**src/rtl/hazard_pipe_ctrl.sv**
```systemverilog
// Control path for the 5-stage MIPS core: carries decoder control through the
// ID/EX, EX/MEM and MEM/WB registers, handles load-use stalls, branch/jump flushes and EX forwarding.
module hazard_pipe_ctrl #(
  parameter int CNT_W = 16
) (
  input  logic             clk,
  input  logic             reset,
  input  logic             id_jump,
  input  logic             id_branch,
  input  logic             id_memread,
  input  logic             id_memtoreg,
  input  logic             id_memwrite,
  input  logic             id_alusrc,
  input  logic             id_regwrite,
  input  logic             id_regdst,
  input  logic [1:0]       id_aluop,
  input  logic [4:0]       id_rs,
  input  logic [4:0]       id_rt,
  input  logic [4:0]       id_rd,
  input  logic             ex_alu_zero,
  output logic             pc_write,
  output logic             ifid_write,
  output logic             ifid_flush,
  output logic             pc_src_branch,
  output logic             pc_src_jump,
  output logic             ex_alusrc,
  output logic             ex_regdst,
  output logic             ex_branch,
  output logic [1:0]       ex_aluop,
  output logic [4:0]       ex_rs,
  output logic [4:0]       ex_rt,
  output logic             mem_memread,
  output logic             mem_memwrite,
  output logic             wb_memtoreg,
  output logic             wb_regwrite,
  output logic [4:0]       wb_dst,
  output logic [1:0]       fwd_a,
  output logic [1:0]       fwd_b,
  output logic [CNT_W-1:0] stall_count,
  output logic [CNT_W-1:0] flush_count
);

  // ID/EX state not exposed as outputs
  logic       ex_memread, ex_memtoreg, ex_memwrite, ex_regwrite;
  logic [4:0] ex_rd, ex_dst;
  // EX/MEM state not exposed as outputs
  logic       mem_memtoreg, mem_regwrite;
  logic [4:0] mem_dst;

  logic       stall_raw, taken, stall_eff, jump_eff, bubble;
  logic [1:0] aluop_in;

  // An unknown ALUOp from the decoder falls into the default arm and becomes 00.
  always_comb begin
    aluop_in = 2'b00;
    case (id_aluop)
      2'b01, 2'b10, 2'b11: aluop_in = id_aluop;
      default: ;
    endcase
  end

  assign ex_dst    = ex_regdst ? ex_rd : ex_rt;
  assign stall_raw = ex_memread && (ex_rt != 5'd0) && ((ex_rt == id_rs) || (ex_rt == id_rt));
  assign taken     = ex_branch & ex_alu_zero;
  assign stall_eff = stall_raw & ~taken;
  assign jump_eff  = id_jump & ~stall_raw & ~taken & ~reset;
  assign bubble    = taken | stall_raw;

  assign pc_write      = ~stall_eff;
  assign ifid_write    = ~stall_eff;
  assign ifid_flush    = taken | jump_eff;
  assign pc_src_branch = taken;
  assign pc_src_jump   = jump_eff;

  always_comb begin
    fwd_a = 2'b00;
    if (mem_regwrite && mem_dst != 5'd0 && mem_dst == ex_rs)      fwd_a = 2'b10;
    else if (wb_regwrite && wb_dst != 5'd0 && wb_dst == ex_rs)    fwd_a = 2'b01;
  end

  always_comb begin
    fwd_b = 2'b00;
    if (mem_regwrite && mem_dst != 5'd0 && mem_dst == ex_rt)      fwd_b = 2'b10;
    else if (wb_regwrite && wb_dst != 5'd0 && wb_dst == ex_rt)    fwd_b = 2'b01;
  end

  // ID/EX: a bubble clears register fields too, so a bubble can never look like a hazard source.
  always_ff @(posedge clk or posedge reset) begin
    if (reset) begin
      ex_branch   <= 1'b0;
      ex_memread  <= 1'b0;
      ex_memtoreg <= 1'b0;
      ex_memwrite <= 1'b0;
      ex_alusrc   <= 1'b0;
      ex_regwrite <= 1'b0;
      ex_regdst   <= 1'b0;
      ex_aluop    <= 2'b00;
      ex_rs       <= 5'd0;
      ex_rt       <= 5'd0;
      ex_rd       <= 5'd0;
    end else if (bubble) begin
      ex_branch   <= 1'b0;
      ex_memread  <= 1'b0;
      ex_memtoreg <= 1'b0;
      ex_memwrite <= 1'b0;
      ex_alusrc   <= 1'b0;
      ex_regwrite <= 1'b0;
      ex_regdst   <= 1'b0;
      ex_aluop    <= 2'b00;
      ex_rs       <= 5'd0;
      ex_rt       <= 5'd0;
      ex_rd       <= 5'd0;
    end else begin
      ex_branch   <= id_branch;
      ex_memread  <= id_memread;
      ex_memtoreg <= id_memtoreg;
      ex_memwrite <= id_memwrite;
      ex_alusrc   <= id_alusrc;
      ex_regwrite <= id_regwrite;
      ex_regdst   <= id_regdst;
      ex_aluop    <= aluop_in;
      ex_rs       <= id_rs;
      ex_rt       <= id_rt;
      ex_rd       <= id_rd;
    end
  end

  // EX/MEM and MEM/WB never stall; jump and branch bits are consumed in ID/EX and not carried further.
  always_ff @(posedge clk or posedge reset) begin
    if (reset) begin
      mem_memread  <= 1'b0;
      mem_memwrite <= 1'b0;
      mem_memtoreg <= 1'b0;
      mem_regwrite <= 1'b0;
      mem_dst      <= 5'd0;
      wb_memtoreg  <= 1'b0;
      wb_regwrite  <= 1'b0;
      wb_dst       <= 5'd0;
    end else begin
      mem_memread  <= ex_memread;
      mem_memwrite <= ex_memwrite;
      mem_memtoreg <= ex_memtoreg;
      mem_regwrite <= ex_regwrite;
      mem_dst      <= ex_dst;
      wb_memtoreg  <= mem_memtoreg;
      wb_regwrite  <= mem_regwrite;
      wb_dst       <= mem_dst;
    end
  end

  always_ff @(posedge clk or posedge reset) begin
    if (reset) begin
      stall_count <= '0;
      flush_count <= '0;
    end else begin
      if (stall_eff && stall_count != '1)  stall_count <= stall_count + 1'b1;
      if (ifid_flush && flush_count != '1) flush_count <= flush_count + 1'b1;
    end
  end

endmodule
```
**config.mk**
```make
export PLATFORM = sky130hd
export DESIGN_NAME = hazard_pipe_ctrl
export DESIGN_NICKNAME = d
export VERILOG_FILES = /design/src/rtl/hazard_pipe_ctrl.sv
export SDC_FILE = /design/constraint.sdc
export NUM_CORES = 1
export LEC_CHECK = 0
export ABC_AREA = 1
export CAP_MARGIN = 20
export CORE_ASPECT_RATIO = 0.6
export CORE_UTILIZATION = 53
export DETAILED_ROUTE_END_ITERATION = 16
export PLACE_DENSITY = 0.86
export SLEW_MARGIN = 15
export SYNTH_ARGS = -nofsm -noshare
export SYNTH_HDL_FRONTEND = slang
export SYNTH_SLANG_ARGS = --single-unit
```
**constraint.sdc**
```tcl
create_clock -name clk -period 4.9 [get_ports clk]
set_input_delay 0.49 -clock clk [delete_from_list [all_inputs] [get_ports clk]]
set_output_delay 0.49 -clock clk [all_outputs]
set_load 0.005 [all_outputs]
```
# Word level (Yosys, flattened, before mapping)
# Index checks and enable logic that the tools add are counted.
[totals] regBits=72 in_bits=28 output_inout_bits=65 word_cells=77
[classes] addsub=2 n_eq_ne=11 muxes=17 bitwise=11 n_reduce_logical=15
[ops] cell="$add A16 B1 Y16 const B" count=2
[ops] cell="$ne A16 B16 Y1 const B" count=2
[ops] cell="$eq A5 B5 Y1" count=6
[ops] cell="$mux W5" count=4
[ops] cell="$reduce_bool A5 Y1" count=3
[ops] cell="$logic_and A1 B1 Y1" count=10
[ops] cell="$mux W1" count=9
[ops] cell="$mux W2" count=4
[ops] cell="$and A1 B1 Y1" count=5
[ops] cell="$eq A2 B2 Y1 const B" count=2
[ops] cell="$not A1 Y1" count=4
[ops] cell="$reduce_or A3 Y1" count=1
[ops] cell="$eq A2 B1 Y1 const B" count=1
[ops] cell="$or A1 B1 Y1" count=2
[ops] cell="$logic_or A1 B1 Y1" count=1

# Depth between registers and ports, before layout
[depth] depth_word=9 mapped_depth=14 ltp_nobuf=12

# Least setup slack after synthesis
# OpenSTA, ideal clock, no wires.
[synth_timing] path_type="reg2out" start="reg ex_rt[3]" end="out ifid_flush" t_arrival_ns=1.352 t_required_ns=4.410 path_slack_ns=3.058 path_stages_with_launch=10 n_path_buf=2 path_cell_list="dfrtp_1 buf_2 inv_1 nand4_1 o21ai_0 inv_1 nand2_1 nand3_2 nand2_2 buf_4"
[synth_between] elab_chain_cells=8 word_cells_on_any_way=11 cone_classes="2 x eq/ne; 5 x bitwise; 4 x reduce/logical"
[synth_lines] item="start, declared" line_no="31" source="output logic [4:0] ex_rt,"
[synth_lines] item="start signal, assigned" line_no="123" source="ex_rt <= id_rt;"
[synth_lines] item="$eq A5 B5 Y1 / $reduce_bool A5 Y1 (equally long branches)" line_no="63" source="assign stall_raw = ex_memread && (ex_rt != 5'd0) && ((ex_rt == id_rs) || (ex_rt == id_rt));"
[synth_lines] item="$logic_or A1 B1 Y1 / $logic_and A1 B1 Y1 (equally long branches)" line_no="63"
[synth_lines] item="$logic_and A1 B1 Y1 *" line_no="63"
[synth_lines] item="$not A1 Y1 *" line_no="66" source="assign jump_eff = id_jump & ~stall_raw & ~taken & ~reset;"
[synth_lines] item="$and A1 B1 Y1 * (3 in series)" line_no="66"
[synth_lines] item="$or A1 B1 Y1 *" line_no="71" source="assign ifid_flush = taken | jump_eff;"
[synth_lines] item="end, declared" line_no="23" source="output logic ifid_flush,"
# Every way passes the cells marked *; elsewhere a longest branch is shown, timed or not.

# Worst setup path in the final report
[layout_timing] start="in id_rt[0]" end="out ifid_flush"
[layout_between] elab_chain_cells=8
[layout_lines] item="start, declared" line_no="18" source="input logic [4:0] id_rt,"
[layout_lines] item="$eq A5 B5 Y1" line_no="63"
[layout_lines] item="$logic_or A1 B1 Y1" line_no="63"
[layout_lines] item="$logic_and A1 B1 Y1" line_no="63"
[layout_lines] item="$not A1 Y1" line_no="66"
[layout_lines] item="$and A1 B1 Y1 (3 in series)" line_no="66"
[layout_lines] item="$or A1 B1 Y1" line_no="71"
# Every way passes these cells.

==> metrics.txt <==
outcome complete, no violations; GRT Overall Usage 28.2%; n_diodes 0; Top Ports 93; worst flop-to-flop path startpoint flush_count[0]; Register-to-Register Setup Slack 2.52 ns; worst setup path end ifid_flush; Initial Util 56.9%; Max VDD drop 0.275 mV; fin crit share 61.9%; Post-CTS Setup Bufs 0; cell area after layout 0.00489 sq mm; reg2reg end flush_count[13]; Syn Nets 465; Mapped Avg Cell Area 8.28 sq um; Worst Path Arrival 2.55 ns; first-pass GRT wire length 15,000 microns; Yosys warnings 0; GPL Wtd Cong 0.917; Worst slew margin 44.3%; CP max FO 24; FF+latch count, synth 72; critical path required time 4.41 ns; port bufs 92; Cell Area, Placed 0.00455 sq mm; WL per Instance 15.1 microns; Rows 22; post_cts resized 0; HP Class reg2reg; area grow syn2layout 35.6%; Post-Syn Area 0.00360 sq mm; Hold Buf Count CTS 0; slowest stage delay, CP 0.59 ns; CP max stage cell clkdlybuf4s50_1; Die W 108 microns; setup tns final 0 ns; crit end category output pin; Setup Skew 0.00781 ns; residual DRC count 0; CTS tree yes; Num CTS Buffers 9; ratio of cells with drive above 1 in the final layout 5.85%; leakage 2.32 nW; Netlist cell types 27; Slew Limit Fails 0; Peak Freq 329 MHz; Die Y 65.9 microns; clk_lat worst skew 0.33 ns; Final min period 3.04 ns; Buf/Inv on CP 2; Root Buffer clkbuf_16; pin count of the biggest net entering global routing 38; worst path cell trace clkdlybuf4s50_1, nor2_1, nor2_1, nor2_1, nand3_1, nand2_2, nand2_1, nand3_2, nand2_2, clkdlybuf4s50_1; Bufs on Longest Clock Path 2; Antenna Violating Nets Remaining 0; register area share after synthesis 50.0%; # setup viols final 0; 1st-iter DRT viols 242; Cells after Synth 435; Worst Setup SP id_rt[0]; max-cap viol count 0; final hold violations 0; clock sinks 72; area occupied by multi-input gates 0.00149 sq mm; P per Cell Area 405 mW/mm^2; RSZ-0062 raised after global routing no; crit path kind in2out; Crit path max-delay family buffers and inverters; dpl hpwl 6360 microns; Worst-Margin Slew 0.834 ns; R2R depth 10; crit path launch type input port; remaining global-route overflow 0; Vias/cell 5.21; routed wire length 9250 microns; Post-layout nets 557; sequential cell area 0.00180 sq mm; vias in the first global route 3,123; H-tree depth 3; CP dominant cell by count nor2_1; core area 0.00633 sq mm; drt pass-1 iters 5; initial antenna violation count 0; Layout fillers 429; Vias 3,197; Die Area 0.00714 sq mm; critical path depth 10; CTS clk-pin slew, worst paths 0.06 ns
## report_power, final
group | switching (mW) | internal (mW) | total, mW
clock | 0.251 | 0.493 | 0.744
combinational | 0.195 | 0.239 | 0.434
sequential | 0.121 | 0.681 | 0.801
total | 0.566 | 1.41 | 1.98
## layout by cell type (no fill, tap or decap)
cell / netlist / layout
and3_1: 1 / 1
buf_4: 2 / 1
bufinv_16: 0 / 3
clkbuf_16: 0 / 9
clkdlybuf4s50_1: 0 / 92
clkinvlp_4: 0 / 1
dfrtp_1: 72 / 72
ha_1: 2 / 2
inv_1: 55 / 54
inv_2: 5 / 6
inv_6: 0 / 1
nand2_1: 116 / 116
nand2_2: 3 / 3
nand3_1: 33 / 33
nand3_2: 1 / 1
nand3_4: 1 / 1
nand4_1: 8 / 8
nor2_1: 46 / 46
nor2_2: 1 / 1
nor2_8: 1 / 1
nor3_1: 13 / 13
nor3_2: 1 / 1
nor4_1: 3 / 3
o21ai_0: 6 / 6
o21ai_1: 9 / 9
o41ai_1: 2 / 2
or2_2: 2 / 2
xnor2_1: 18 / 18
xor2_1: 24 / 24
## metal layers
metal / part of all wire, % / wire (microns) / global-route usage, %
met1: 47 / 4330 / 39.6
met3: 6.9 / 641 / 5.91
met4: 1.2 / 111 / 9.12
met5: 0 / 0 / 0
met2: 45 / 4170 / 43.8
## worst min-delay path by stage
stage                           start           end  slack [ns]  depth (start not counted)
after floorplan           ex_memtoreg  mem_memtoreg        0.33                          0
after global placement    ex_memtoreg  mem_memtoreg        0.33                          0
after detailed placement  ex_memtoreg  mem_memtoreg        0.33                          0
after CTS                 ex_regwrite  mem_regwrite        0.34                          0
after global routing      ex_memwrite  mem_memwrite        0.36                          0
final                     ex_regwrite  mem_regwrite        0.34                          0
## per-stage QoR
step                util, %  cells  hold WS (ns)  power [mW]  setup slack (ns)
detailed placement     71.9    600         0.335        1.23              1.91
finish                 77.2    614         0.343        1.98              1.86
global placement       71.9    600         0.331        1.21              1.97
floorplan                 -    435         0.331       0.990              2.59
CTS                    77.2    614         0.344        1.98              1.91
global route           77.2    614         0.363        2.07              1.74
## cell type report
class | count | share of cell area, %
repair buffers | 93 | 19.0
flip-flops and latches | 72 | 36.9
well taps | 84 | 2.15
inverters | 60 | 4.61
clock inverters | 5 | 2.18
clock buffers | 9 | 4.61
multi-input cells | 291 | 30.6
## kinds of logic (layout without fill, tap and decap cells)
kind of cell	count (synthesis)	in the layout	synth area share, %
DFF	72	72	50.0
xor gates and xnor gates	42	42	10.2
and+or+nand+nor	230	230	28.0
AOI/OAI and AO/OA	17	17	2.57
adders and majority gates	2	2	0.694
buffers and inverters	72	167	8.54
## synth_stat cells
master | count | area (sq um)
and3_1 | 1 | 6.26
or2_2 | 2 | 12.5
nor3_2 | 1 | 10.0
nor2_1 | 46 | 173
ha_1 | 2 | 25.0
nor2_8 | 1 | 20.0
nand3_2 | 1 | 10.0
xnor2_1 | 18 | 158
xor2_1 | 24 | 210
buf_2 | 6 | 30.0
nor2_2 | 1 | 6.26
nand2_1 | 116 | 435
o21ai_0 | 6 | 30.0
nand3_1 | 33 | 165
nand3_4 | 1 | 17.5
o41ai_1 | 2 | 17.5
clkbuf_1 | 1 | 3.75
nor3_1 | 13 | 65.1
inv_1 | 55 | 206
nand2_2 | 3 | 18.8
o21ai_1 | 9 | 45.0
buf_4 | 2 | 15.0
nand4_1 | 8 | 50.1
inv_2 | 5 | 18.8
nor4_1 | 3 | 18.8
buf_6 | 3 | 33.8
dfrtp_1 | 72 | 1800
## registers in the layout, indices dropped and copies added, names as in the netlist, 2 cells and up
signal,flops
ex_rs,5
ex_rd,5
stall_count,16
ex_rt,5
flush_count,16
ex_aluop,2
mem_dst,5
wb_dst,5
Note: power is estimated with default switching activity, not from simulation.
